--- src/rtl/pipe_hazard_ctrl.sv ---
// Pipeline hazard controller: EX operand forwarding, load-use stall FSM and branch flush.
// Optional performance counters are enabled with the macro HAZ_PERF_CNT_EN.
module pipe_hazard_ctrl #(
  parameter int unsigned NREG     = 32,
  parameter int unsigned LOAD_LAT = 1,
  parameter int unsigned CNT_W    = 32,
  localparam int unsigned RW      = $clog2(NREG)
) (
  input  logic             clk,
  input  logic             rst,
  input  logic [RW-1:0]    id_rs1,
  input  logic [RW-1:0]    id_rs2,
  input  logic             id_rs1_used,
  input  logic             id_rs2_used,
  input  logic             ex_valid,
  input  logic [RW-1:0]    ex_rs1,
  input  logic [RW-1:0]    ex_rs2,
  input  logic [RW-1:0]    ex_rd,
  input  logic             ex_wren,
  input  logic             ex_is_load,
  input  logic             ex_br_taken,
  input  logic [RW-1:0]    mem_rd,
  input  logic             mem_wren,
  input  logic [RW-1:0]    wb_rd,
  input  logic             wb_wren,
  output logic             stall_if,
  output logic             stall_id,
  output logic             flush_id,
  output logic             flush_ex,
  output logic [1:0]       fwd_a_sel,
  output logic [1:0]       fwd_b_sel,
  output logic [CNT_W-1:0] stall_cnt,
  output logic [CNT_W-1:0] flush_cnt
);

  localparam int unsigned CW = $clog2(LOAD_LAT + 1);

  localparam logic [0:0] RUN     = 1'b0;
  localparam logic [0:0] LDSTALL = 1'b1;

  logic [0:0]    state, state_nxt;
  logic [CW-1:0] cnt, cnt_nxt;
  logic          branch_c;
  logic          load_use_c;

  // MEM result is younger than WB, so it wins; x0 never forwards.
  function automatic logic [1:0] fwd_sel(input logic [RW-1:0] src,
                                         input logic [RW-1:0] m_rd, input logic m_we,
                                         input logic [RW-1:0] w_rd, input logic w_we);
    logic [1:0] sel;
    sel = 2'b00;
    if (m_we && (m_rd == src) && (m_rd != '0))
      sel = 2'b01;
    else if (w_we && (w_rd == src) && (w_rd != '0))
      sel = 2'b10;
    return sel;
  endfunction

  always_comb begin
    fwd_a_sel = 2'b00;
    fwd_b_sel = 2'b00;
    if (rst) begin
      fwd_a_sel = fwd_sel(ex_rs1, mem_rd, mem_wren, wb_rd, wb_wren);
      fwd_b_sel = fwd_sel(ex_rs2, mem_rd, mem_wren, wb_rd, wb_wren);
    end
  end

  assign branch_c   = ex_valid & ex_br_taken;
  assign load_use_c = ex_valid & ex_is_load & ex_wren & (ex_rd != '0) &
                      ((id_rs1_used & (id_rs1 == ex_rd)) |
                       (id_rs2_used & (id_rs2 == ex_rd)));

  // State register
  always_ff @(posedge clk or negedge rst) begin
    if (!rst) begin
      state <= RUN;
      cnt   <= '0;
    end else begin
      state <= state_nxt;
      cnt   <= cnt_nxt;
    end
  end

  // Next state and stall/flush outputs; a taken branch overrides any stall.
  always_comb begin
    state_nxt = state;
    cnt_nxt   = cnt;
    stall_if  = 1'b0;
    stall_id  = 1'b0;
    flush_id  = 1'b0;
    flush_ex  = 1'b0;
    if (branch_c) begin
      flush_id  = 1'b1;
      flush_ex  = 1'b1;
      cnt_nxt   = '0;
      state_nxt = RUN;
    end else if (state == RUN) begin
      if (load_use_c) begin
        stall_if  = 1'b1;
        stall_id  = 1'b1;
        flush_ex  = 1'b1;
        cnt_nxt   = CW'(LOAD_LAT - 1);
        state_nxt = (LOAD_LAT > 1) ? LDSTALL : RUN;
      end
    end else begin
      stall_if  = 1'b1;
      stall_id  = 1'b1;
      flush_ex  = 1'b1;
      cnt_nxt   = (cnt == '0) ? '0 : cnt - CW'(1);
      state_nxt = (cnt <= CW'(1)) ? RUN : LDSTALL;
    end
    if (!rst) begin
      stall_if = 1'b0;
      stall_id = 1'b0;
      flush_id = 1'b0;
      flush_ex = 1'b0;
    end
  end

`ifdef HAZ_PERF_CNT_EN
  logic [CNT_W-1:0] stall_q, flush_q;

  // Saturating event counters
  always_ff @(posedge clk or negedge rst) begin
    if (!rst) begin
      stall_q <= '0;
      flush_q <= '0;
    end else begin
      if (stall_if && (stall_q != '1)) stall_q <= stall_q + CNT_W'(1);
      if (flush_id && (flush_q != '1)) flush_q <= flush_q + CNT_W'(1);
    end
  end

  assign stall_cnt = stall_q;
  assign flush_cnt = flush_q;
`else
  assign stall_cnt = '0;
  assign flush_cnt = '0;
`endif

endmodule

--- config.mk ---
export PLATFORM = sky130hd
export DESIGN_NAME = pipe_hazard_ctrl
export DESIGN_NICKNAME = d
export VERILOG_FILES = /design/src/rtl/pipe_hazard_ctrl.sv
export SDC_FILE = /design/constraint.sdc
export NUM_CORES = 1
export LEC_CHECK = 0
export ABC_AREA = 1
export CAP_MARGIN = 20
export CORE_ASPECT_RATIO = 0.5
export CORE_MARGIN = 3
export CORE_UTILIZATION = 30
export DETAILED_ROUTE_END_ITERATION = 10
export GPL_TIMING_DRIVEN = 0
export PLACE_DENSITY = 0.84
export SLEW_MARGIN = 25
export SYNTH_ARGS = -nofsm -noshare
export SYNTH_HDL_FRONTEND = slang
export SYNTH_SLANG_ARGS = --single-unit
--- constraint.sdc ---
create_clock -name clk -period 1.35 [get_ports clk]
set_clock_uncertainty 0.15 [all_clocks]
set_input_delay 0.27 -clock clk [delete_from_list [all_inputs] [get_ports clk]]
set_output_delay 0.27 -clock clk [all_outputs]
set_load 0.03 [all_outputs]
## Word level (Yosys, flattened, before mapping)

Index checks and enable logic that the tools add are counted.

- Word-level logic and storage cells: 51
- Bits in registers: 2
- Bits of input ports: 45

- $add $sub $neg: 1
- Bitwise gates (word level): 8
- Multiplexer cells: 21
- Reductions and logical operators: 12
- Equality and inequality tests: 6
- Order comparisons: 1

Operator list:

| kind | count |
|---|---|
| $eq 5x5->1 | 6 |
| $mux 1 | 15 |
| $reduce_bool 5->1 | 3 |
| $mux 2 | 6 |
| $logic_and 1x1->1 | 8 |
| $and 1x1->1 | 7 |
| $reduce_bool 3->1 | 1 |
| $le 1x1->1 const B | 1 |
| $or 1x1->1 | 1 |
| $sub 1x1->1 const B | 1 |

## Logic depth before layout (Yosys ltp)

Gate-level depths: netlist of run 1.

- Word-level depth: 8
- Gate-level depth with buffers: 9
- Mapped depth without buffers: 8

## Worst setup path after synthesis of run 1

Ideal clock, no wire load.

- Path kind: input -> output
- From: input ex_rd[2]
- To: output stall_if
- Data arrival time: 1.190 ns
- Cell stages on the path: 9
- Buffers on the path: 1
- Setup slack: -0.260 ns
- Data required time: 0.930 ns
- Path through: inv_1 > nand2_1 > nand2_1 > nor2_1 > nand3_1 > nand2_1 > nand2_2 > nor2_2 > buf_4

- Cells in the longest elaborated chain, start to end: 8
- Elaborated cells between the ends (all ways): 12
- Classes of those cells: 2 x eq/ne; 4 x mux; 5 x bitwise; 1 x reduce/logical

Ends and longest elaborated chain:

| what | RTL line | RTL |
|---|---|---|
| from (decl) | 18 | `input logic [RW-1:0] ex_rd,` |
| $eq 5x5->1, on equally long branches | 70, 71 |  |
| $and 1x1->1, on equally long branches | 70, 71 |  |
| $or 1x1->1 | 70 | `((id_rs1_used & (id_rs1 == ex_rd)) \|` |
| $and 1x1->1 (*) | 69 | `assign load_use_c = ex_valid & ex_is_load & ex_wren & (ex_rd != '0) &` |
| $mux 1 (*) (4 in series) | n/a |  |
| to (decl) | 26 | `output logic stall_if,` |

Mark *: on every way between the ends. The rest lies on a longest branch, timed or not.

## Worst setup path after layout of run 1

- From: input id_rs1[2]
- To: output stall_if

- Cells in the longest elaborated chain, start to end: 8

Ends and longest elaborated chain:

| what | RTL line | RTL |
|---|---|---|
| from (decl) | 11 | `input logic [RW-1:0] id_rs1,` |
| $eq 5x5->1 | 70 |  |
| $and 1x1->1 | 70 |  |
| $or 1x1->1 | 70 |  |
| $and 1x1->1 | 69 |  |
| $mux 1 | 98 | `if (load_use_c) begin` |
| $mux 1 | 97 | `end else if (state == RUN) begin` |
| $mux 1 | 92 | `if (branch_c) begin` |
| $mux 1 | 112 | `if (!rst) begin` |

Every way passes these cells.

==> qor.log, run 1 <==
INFO  status         status=complete, but fails checks
INFO  status         violations_in_the_final_reports=setup timing
INFO  floorplan      placementRows=14
INFO  setup_path     critPathSlowestCell=sky130_fd_sc_hd__nor2_4
INFO  synthesis      synth.cells.most_frequent=sky130_fd_sc_hd__buf_4 (65), sky130_fd_sc_hd__nand2_1 (53), sky130_fd_sc_hd__inv_1 (23)
INFO  timing         setup_violations=7
INFO  global_route   grt_start_max_net_pins=6
INFO  power          power.leakage=1.327nW
INFO  synthesis      dominant_combinational_cell_family_by_area_after_synthesis=buffers and inverters
INFO  finish         area_growth=99.44%
INFO  routing        drt_first_iter_violations=10
INFO  setup_path     path_max_fanout=2
INFO  timing         timing.final.ws_setup=-247.3ps
INFO  floorplan      die_h=49.11um
INFO  finish         clock_buffer_count=0
INFO  place          hpwl=2.900mm
INFO  setup_path     critical_path_depth=11
INFO  setup_path     worstPathCellList=buf_12 > inv_8 > nand2_2 > nand2_2 > nor2_2 > nand3_1 > nand2_1 > nand2_2 > nor2_4 > buf_6 > buf_6
INFO  setup_path     critPathKind=primary input to output pin
INFO  power          worst_vdd_rail_ir_drop=0.1741mV
INFO  global_route   groute.usage.overall=0.1349
INFO  floorplan      die_area=4528squm
INFO  setup_path     max_stage_delay=120ps
INFO  setup_path     cp-startpoint=id_rs1[2]
INFO  routing        drcViolationCount=0
INFO  setup_path     dominant_delay_contributor_by_cell_family_on_the_critical_path=simple AND/OR/NAND/NOR gates
INFO  synthesis      synth.top_cell.area_share=0.4377
INFO  run            max_cap_violation_count=0
INFO  setup_path     critPathCapture=stall_if
INFO  power          power.internal=0.0003355W
INFO  synthesis      synth_compound_gate_area_share=0.05051
INFO  routing        route.vias.total=1375
INFO  routing        route.detailed.wl_per_inst=9.750um
INFO  synthesis      ys_top_cells_by_area=sky130_fd_sc_hd__buf_4 (44%), sky130_fd_sc_hd__nand2_1 (18%), sky130_fd_sc_hd__inv_1 (7.7%)
INFO  routing        postRouteAntennaNets=0
INFO  finish         antenna_cells_inserted=0
INFO  setup_path     critical_path.most_common_cell=sky130_fd_sc_hd__nand2_2
INFO  synthesis      mappedNetlistArea=1115squm
INFO  global_route   grt_antenna_before_repair=0
INFO  timing         slew_viol_final=0
INFO  finish         ff_latch_area=0squm
INFO  power          power_share_of_the_sequential_group=0
INFO  setup_path     timing.critical_path.buf_inv=4
INFO  setup_path     critical_path.endpoint_type=output pin
INFO  synthesis      most_frequent_cell_after_synthesis=sky130_fd_sc_hd__buf_4
INFO  synthesis      synth_cells=205
INFO  finish         post_route_cells_drive_above_1_share=0.5617
INFO  synthesis      post_synth_fa_ha_maj_area_fraction=0
INFO  routing        detail_route.wirelength=3.627mm
INFO  power          p_sw=0.0004699W
INFO  timing         final.min_clock_period=1597ps
INFO  floorplan      initial_cell_density_of_the_core=0.3422
INFO  place          numPortBuffers=52
INFO  place          post-place-ws=-1400ps
INFO  setup_path     critical_path_arrival=1180ps
INFO  routing        route.detailed.vias_per_inst=3.696
INFO  worst_hold_path hold_path.class=primary input to output pin
INFO  floorplan      num_io_pins=117
INFO  finish         layout.core_utilization=0.6824
INFO  floorplan      die_w=92.21um
INFO  synthesis      synth.distinct_cells=21
INFO  finish         num-nets-final=371
INFO  floorplan      core-area=3258squm
INFO  synthesis      synth.yosys.seq_area_share=0
INFO  place          placedInstanceArea=2001squm
INFO  synthesis      muxShareOfSynthArea=0
INFO  global_route   first_global_vias=1226
INFO  synthesis      synth_area_per_cell=5.438squm
INFO  place          gp_congestion=0.8379
INFO  power          share_comb_of_total_power=1.000
INFO  timing         max_freq=626.0MHz
INFO  timing         final_hold_viol_count=0
INFO  power          powerDensity=362.2nW/um^2
INFO  routing        drt-pass1-iter-count=4
INFO  synthesis      synthesis.yosys.warnings=0
INFO  timing         grt_setup_unrepaired=yes
INFO  power          clock_power_share=0
INFO  finish         n_fill_cell=285
INFO  synthesis      synth_xor_xnor_area_share=0.06285
INFO  setup_path     timing.critical_path.from_type=primary input
INFO  timing         ratio_of_final_minimum_period_to_clock_period=1.183
INFO  global_route   grt_pass1_wl=5.257mm
INFO  finish         sequential_cell_total=0
INFO  cts            post_cts_hold_buffer_count=0
INFO  synthesis      synth_top_area_cell=sky130_fd_sc_hd__buf_4
INFO  synthesis      synth-simple-area-share=0.3479
INFO  global_route   global_route.overflow_total=0
INFO  power          swShare=0.5835
INFO  setup_path     worst_ep_required_time=930ps
INFO  finish         final_design_area_no_fill=2223squm
==> placed cells by master (no fill, tap or decap) <==
master / count
sky130_fd_sc_hd__nand2_4: 4
sky130_fd_sc_hd__clkbuf_2: 1
sky130_fd_sc_hd__inv_8: 1
sky130_fd_sc_hd__inv_4: 5
sky130_fd_sc_hd__inv_1: 15
sky130_fd_sc_hd__buf_6: 20
sky130_fd_sc_hd__nand3_1: 4
sky130_fd_sc_hd__o21ai_2: 2
sky130_fd_sc_hd__inv_12: 1
sky130_fd_sc_hd__nor3_4: 3
sky130_fd_sc_hd__clkdlybuf4s15_1: 3
sky130_fd_sc_hd__nor2_2: 5
sky130_fd_sc_hd__buf_2: 14
sky130_fd_sc_hd__nor3_2: 1
sky130_fd_sc_hd__inv_2: 7
sky130_fd_sc_hd__buf_12: 2
sky130_fd_sc_hd__xnor2_2: 5
sky130_fd_sc_hd__o21ai_1: 1
sky130_fd_sc_hd__nand2_1: 34
sky130_fd_sc_hd__xor2_1: 2
sky130_fd_sc_hd__a21oi_2: 5
sky130_fd_sc_hd__o211ai_1: 1
sky130_fd_sc_hd__buf_8: 6
sky130_fd_sc_hd__xnor2_1: 1
sky130_fd_sc_hd__buf_4: 72
sky130_fd_sc_hd__nor2_1: 11
sky130_fd_sc_hd__nor2_4: 6
sky130_fd_sc_hd__nand3_2: 4
sky130_fd_sc_hd__or2_1: 1
sky130_fd_sc_hd__or2_2: 1
sky130_fd_sc_hd__nand4_1: 2
sky130_fd_sc_hd__nand2_2: 16
sky130_fd_sc_hd__dlygate4sd2_1: 3
sky130_fd_sc_hd__conb_1: 64
sky130_fd_sc_hd__a21oi_4: 1
==> worst min-delay path by stage <==
stage / depth (start not counted) / end / from
2_1_floorplan: 2 / flush_id / ex_valid
3_3_place_gp: 4 / flush_id / ex_br_taken
3_5_place_dp: 4 / flush_id / ex_br_taken
4_1_cts: 5 / fwd_a_sel[0] / mem_rd[3]
5_1_grt: 5 / fwd_b_sel[0] / mem_rd[1]
6_report: 5 / fwd_a_sel[0] / mem_rd[3]
==> cells by family after synthesis <==
logic type,Yosys count
other,1
buffers and inverters,94
xor gates and xnor gates,8
AOI/OAI and AO/OA,10
and+or+nand+nor,92
==> layer usage <==
| layer | vias up | track usage | wire [um] |
|---|---|---|---|
| li1 | 729 | - | - |
| met1 | 595 | 0.1434 | 1183 |
| met2 | 47 | 0.2826 | 2153 |
| met3 | 4 | 0.01849 | 247 |
| met4 | 0 | 0.02463 | 43 |
| met5 | - | 0 | 0 |
==> power groups by stage <==
stage	sequential, W	combinational, W	clock, W
floorplan	0	0.000519	0
global placement	0	0.000700	0
detailed placement	0	0.000707	0
CTS	0	0.000717	0
global route	0	0.000862	0
finish	0	0.000805	0
==> worst min-delay path, stage by stage <==
cell,delay [ps]
sky130_fd_sc_hd__buf_6,80
sky130_fd_sc_hd__a21oi_2,50
sky130_fd_sc_hd__nand3_2,110
sky130_fd_sc_hd__nor3_4,40
sky130_fd_sc_hd__buf_6,130
==> cell type report <==
class                           instances  area (sq um)  share of cell area
Timing Repair Buffer                   56         535.5              0.2409
Tap cell                               48         60.06             0.02701
Buffer                                 65         491.7              0.2212
Multi-Input combinational cell        174         994.7              0.4474
Inverter                               29         141.4             0.06359
==> per-stage QoR <==
step	hold slack, ps	TNS, ps	power [W]	cells
2_1_floorplan	560.1	-128.4	0.0005190	268
3_3_place_gp	1538	-9294	0.0007005	368
3_5_place_dp	1561	-9430	0.0007068	368
4_1_cts	796.4	-1242	0.0007169	369
5_1_grt	826.1	-1836	0.0008622	372
6_report	805.8	-1417	0.0008054	372
==> what timing repair did <==
item                                    CTS  global route
pin swaps                                57            43
gates cloned                              0             0
buffers inserted                          1             3
endpoints found under the setup margin    8             7
resized for setup                       266            53
(Power assumes the default switching activity.)
==> run 2, diff against run 1 <==
--- a/config.mk
+++ b/config.mk
@@ -7,7 +7,6 @@
 export LEC_CHECK = 0
 export ABC_AREA = 1
 export CAP_MARGIN = 20
-export CORE_ASPECT_RATIO = 0.5
 export CORE_MARGIN = 3
 export CORE_UTILIZATION = 30
 export DETAILED_ROUTE_END_ITERATION = 10
==> qor.log, run 2 (synthesized netlist as in run 1, its figures left out) <==
INFO  worst_hold_path hold_path.class=primary input to output pin
INFO  routing        maxUsedRoutingLayer=met4
INFO  floorplan      initial_cell_density_of_the_core=0.3214
INFO  finish         sequential_cell_total=0
INFO  setup_path     timing.critical_path.from_type=primary input
INFO  timing         setup_violations=7
INFO  routing        drt_first_iter_violations=60
INFO  timing         final_hold_viol_count=0
INFO  global_route   grt_start_max_net_pins=6
INFO  routing        met1Wirelength=993um
INFO  run            max_cap_violation_count=0
INFO  finish         layout.cells.most_common_list=sky130_fd_sc_hd__buf_4 (67), sky130_fd_sc_hd__conb_1 (64), sky130_fd_sc_hd__nand2_1 (36)
INFO  routing        detailroute.wirelength.met2=2.138mm
INFO  routing        route.detailed.wl_per_inst=9.660um
INFO  floorplan      core-area=3468squm
INFO  routing        postRouteAntennaNets=0
INFO  finish         area_growth=97.87%
INFO  place          post-place-ws=-1400ps
INFO  floorplan      die_w=66.96um
INFO  routing        route.detailed.vias_per_inst=3.793
INFO  floorplan      die_h=66.96um
INFO  timing         final.min_clock_period=1574ps
INFO  finish         antenna_cells_inserted=0
INFO  place          post-place-cells=366
INFO  global_route   grt_antenna_before_repair=0
INFO  timing         timing.final.ws_setup=-224.0ps
INFO  place          numPortBuffers=52
INFO  place          placedInstanceArea=1998squm
INFO  routing        length_of_routed_met3_wiring=297um
INFO  global_route   first_global_vias=1240
INFO  global_route   groute.usage.overall=0.1373
INFO  cts            post_cts_hold_buffer_count=0
INFO  finish         final_design_area_no_fill=2206squm
INFO  finish         ff_latch_area=0squm
INFO  timing         slew_viol_final=0
INFO  place          gp_congestion=0.8280
INFO  global_route   global_route.overflow_total=0
INFO  routing        route.vias.total=1396
INFO  place          hpwl=2.832mm
INFO  global_route   grt_pass1_wl=4.995mm
INFO  routing        drt-pass1-iter-count=4
INFO  finish         num-nets-final=369
INFO  power          power.leakage=1.315nW
INFO  setup_path     critical_path_arrival=1150ps
INFO  timing         ratio_of_final_minimum_period_to_clock_period=1.166
INFO  status         violations_in_the_final_reports=setup timing
INFO  floorplan      die_area=4484squm
INFO  timing         grt_setup_unrepaired=yes
INFO  floorplan      num_io_pins=117
INFO  finish         clock_buffer_count=0
INFO  setup_path     critical_path.endpoint_type=output pin
INFO  setup_path     critPathKind=primary input to output pin
INFO  status         status=complete, but fails checks
INFO  routing        detail_route.wirelength=3.555mm
INFO  floorplan      placementRows=21
INFO  power          worst_vdd_rail_ir_drop=0.1843mV
INFO  setup_path     worst_ep_required_time=930ps
INFO  setup_path     path_max_fanout=2
INFO  finish         n_fill_cell=323
INFO  power          powerDensity=362.2nW/um^2
INFO  finish         fin_cells=368
INFO  routing        drcViolationCount=0
INFO  timing         max_freq=635.3MHz
INFO  finish         layout.cells.most_common=sky130_fd_sc_hd__buf_4
INFO  finish         post_route_cells_drive_above_1_share=0.5652
INFO  power          design_power_total=0.0007990W
-- run 2: cell types whose count changed in the layout (fill, tap and decap cells not counted), sizes merged --
cell,delta
clkbuf,+3
clkdlybuf4s15,-1
buf,-3
dlygate4sd2,-1
-- run 2: routing by layer --
| layer | vias to the layer above | track usage |
|---|---|---|
| li1 | 722 | - |
| met1 | 590 | 0.1399 |
| met2 | 70 | 0.2933 |
| met3 | 14 | 0.01012 |
| met4 | 0 | 0.02785 |
| met5 | - | 0 |
-- run 2: worst paths after layout --
kind	from	endpoint	slack (ps)	cells after the start
max	id_rs1[2]	stall_if	-220	10
min	mem_rd[1]	fwd_b_sel[0]	790	5
-- run 2: timing repair --
item,CTS,global route
setup endpoints to repair,8,7
pin swaps,58,54
gates cloned,0,0
resized for setup,255,68
buffers inserted,2,0
-- run 2: layout make-up --
type | count | area, sq um | area share
well taps | 46 | 57.56 | 0.02609
plain buffers | 65 | 491.7 | 0.2229
repair buffers | 54 | 509.2 | 0.2309
inverters | 29 | 146.4 | 0.06636
multi-input cells | 174 | 1001 | 0.4538
-- run 2: critical path: stages --
cell                      delay [ps]
sky130_fd_sc_hd__buf_8           110
sky130_fd_sc_hd__nand2_4          60
sky130_fd_sc_hd__nand2_2          50
sky130_fd_sc_hd__nor2_2          100
sky130_fd_sc_hd__nand3_1          80
sky130_fd_sc_hd__nand2_1          90
sky130_fd_sc_hd__nand2_2          80
sky130_fd_sc_hd__nor2_4          110
sky130_fd_sc_hd__buf_6           100
sky130_fd_sc_hd__buf_6           110
-- run 2: power by group --
| part | internal, W | leakage, nW | switching [W] |
|---|---|---|---|
| Clock | 0 | 0 | 0 |
| Sequential | 0 | 0 | 0 |
| Combinational | 0.000330 | 1.32 | 0.000469 |
| Total | 0.000330 | 1.32 | 0.000469 |
-- run 2: through the flow --
step | hold WS [ps] | TNS (ps) | utilization
floorplan | 560.1 | -128.4 | -
global placement | 1546 | -9190 | 0.5761
detailed placement | 1548 | -9376 | 0.5761
CTS | 791.1 | -1330 | 0.5804
global route | 800.8 | -1667 | 0.6360
finish | 793.4 | -1231 | 0.6360
==> run 3, diff against run 2 <==
--- a/config.mk
+++ b/config.mk
@@ -11,6 +11,7 @@
 export CORE_UTILIZATION = 30
 export DETAILED_ROUTE_END_ITERATION = 10
 export GPL_TIMING_DRIVEN = 0
+export MAX_ROUTING_LAYER = met4
 export PLACE_DENSITY = 0.84
 export SLEW_MARGIN = 25
 export SYNTH_ARGS = -nofsm -noshare
==> qor.log, run 3 (synthesized netlist as in run 1, its figures left out) <==
INFO  setup_path     critical_path.endpoint_type=output pin
INFO  floorplan      core-area=3468squm
INFO  routing        route.vias.total=1360
INFO  global_route   groute.usage.overall=0.1373
INFO  setup_path     worstPathCellList=buf_8 > nand2_2 > nand2_1 > nor2_1 > nand3_1 > nand2_1 > nand2_2 > nor2_4 > buf_6 > buf_6
INFO  finish         num-nets-final=371
INFO  routing        drcViolationCount=0
INFO  timing         timing.final.ws_setup=-250.0ps
INFO  status         violations_in_the_final_reports=setup timing
INFO  finish         layout.cells.most_common=sky130_fd_sc_hd__buf_4
INFO  timing         setup_violations=7
INFO  global_route   global_route.overflow_total=0
INFO  setup_path     critPathSlowestCell=sky130_fd_sc_hd__nor2_4
INFO  global_route   grt_start_max_net_pins=6
INFO  setup_path     max_stage_delay=120ps
INFO  status         status=complete, but fails checks
INFO  place          gp_congestion=0.8201
INFO  floorplan      die_area=4484squm
INFO  place          numPortBuffers=52
INFO  power          design_power_total=0.0008060W
INFO  setup_path     critPathKind=primary input to output pin
INFO  setup_path     path_max_fanout=4
INFO  routing        postRouteAntennaNets=0
INFO  worst_hold_path hold_start=mem_rd[1]
INFO  worst_hold_path hold_path.class=primary input to output pin
INFO  setup_path     critical_path_depth=10
INFO  floorplan      die_w=66.96um
INFO  finish         n_fill_cell=332
INFO  finish         clock_buffer_count=0
INFO  setup_path     timing.critical_path.from_type=primary input
INFO  routing        drt-pass1-iter-count=4
INFO  routing        route.detailed.vias_per_inst=3.676
INFO  power          power.leakage=1.321nW
INFO  global_route   grt_pass1_wl=4.912mm
INFO  global_route   first_global_vias=1185
INFO  setup_path     cp-startpoint=ex_rd[1]
INFO  finish         sequential_cell_total=0
INFO  global_route   grt_antenna_before_repair=0
INFO  finish         multi_input_comb_area=1001squm
INFO  routing        detail_route.wirelength=3.482mm
INFO  floorplan      initial_cell_density_of_the_core=0.3214
INFO  power          worst_vdd_rail_ir_drop=0.2061mV
INFO  floorplan      placementRows=21
INFO  timing         final_hold_viol_count=0
INFO  timing         final.min_clock_period=1600ps
INFO  setup_path     worst_ep_required_time=930ps
INFO  finish         post_route_cells_drive_above_1_share=0.5710
INFO  timing         grt_setup_unrepaired=yes
INFO  finish         antenna_cells_inserted=0
INFO  setup_path     critical_path_arrival=1180ps
INFO  timing         ratio_of_final_minimum_period_to_clock_period=1.185
INFO  place          hpwl=2.767mm
INFO  routing        drt_first_iter_violations=36
INFO  worst_hold_path worstHoldPathCells=5
INFO  timing         fin_hold_ws=802.0ps
INFO  timing         max_freq=625.0MHz
INFO  floorplan      die_h=66.96um
INFO  setup_path     dominant_delay_contributor_by_cell_family_on_the_critical_path=simple AND/OR/NAND/NOR gates
INFO  finish         area_growth=101.5%
INFO  place          post-place-ws=-1378ps
INFO  finish         layout.cells.most_common_list=sky130_fd_sc_hd__buf_4 (72), sky130_fd_sc_hd__conb_1 (64), sky130_fd_sc_hd__nand2_1 (30)
INFO  timing         slew_viol_final=0
INFO  power          powerDensity=358.9nW/um^2
INFO  finish         ff_latch_area=0squm
INFO  run            max_cap_violation_count=0
INFO  routing        route.detailed.wl_per_inst=9.411um
INFO  floorplan      num_io_pins=117
INFO  setup_path     timing.critical_path.buf_inv=3
## run 3: worst paths after layout
path                  slack (ps)      endpoint
worst max-delay path        -250      stall_if
worst min-delay path         800  fwd_b_sel[0]
## run 3: routing by layer
layer,share of wire,wire (um),vias to the layer above,global-route usage
met4,0.0060,21,0,0.01266
met3,0.074,256,2,0.008432
met5,0,0,-,-
li1,-,-,727,-
met2,0.62,2166,54,0.2946
met1,0.30,1039,577,0.1359
## run 3: final cells by class
cell class         count  area share
repair buffers        56      0.2435
plain buffers         65      0.2189
multi-input cells    174      0.4457
inverters             29     0.06630
well taps             46     0.02563
## run 3: repair_timing
| item | in CTS | in global routing |
|---|---|---|
| setup endpoints to repair | 8 | 7 |
| gates resized for setup | 266 | 68 |
| pin swaps | 59 | 53 |
| hold buffers | 0 | 0 |
| setup buffers | 3 | 1 |
## run 3: per-stage QoR
step                  util  std cells  TNS [ps]  cell area (sq um)
finish              0.6475        370     -1280               2246
global route        0.6475        370     -1654               2246
CTS                 0.5992        369     -1305               2078
detailed placement  0.5761        366     -9257               1998
global placement    0.5761        366     -9235               1998
floorplan                -        268    -128.4               1420
## run 3: report_power, final
group,leakage [nW],total [W],switching (W),internal [W]
Sequential,0,0,0,0
Combinational,1.32,0.000806,0.000468,0.000338
Clock,0,0,0,0
## run 3: worst min-delay path, delay by kind of cell
| kind | cells | cell delay (ps) |
|---|---|---|
| AOI/OAI and AO/OA | 1 | 70 |
| buffers and inverters | 2 | 220 |
| and+or+nand+nor | 2 | 130 |
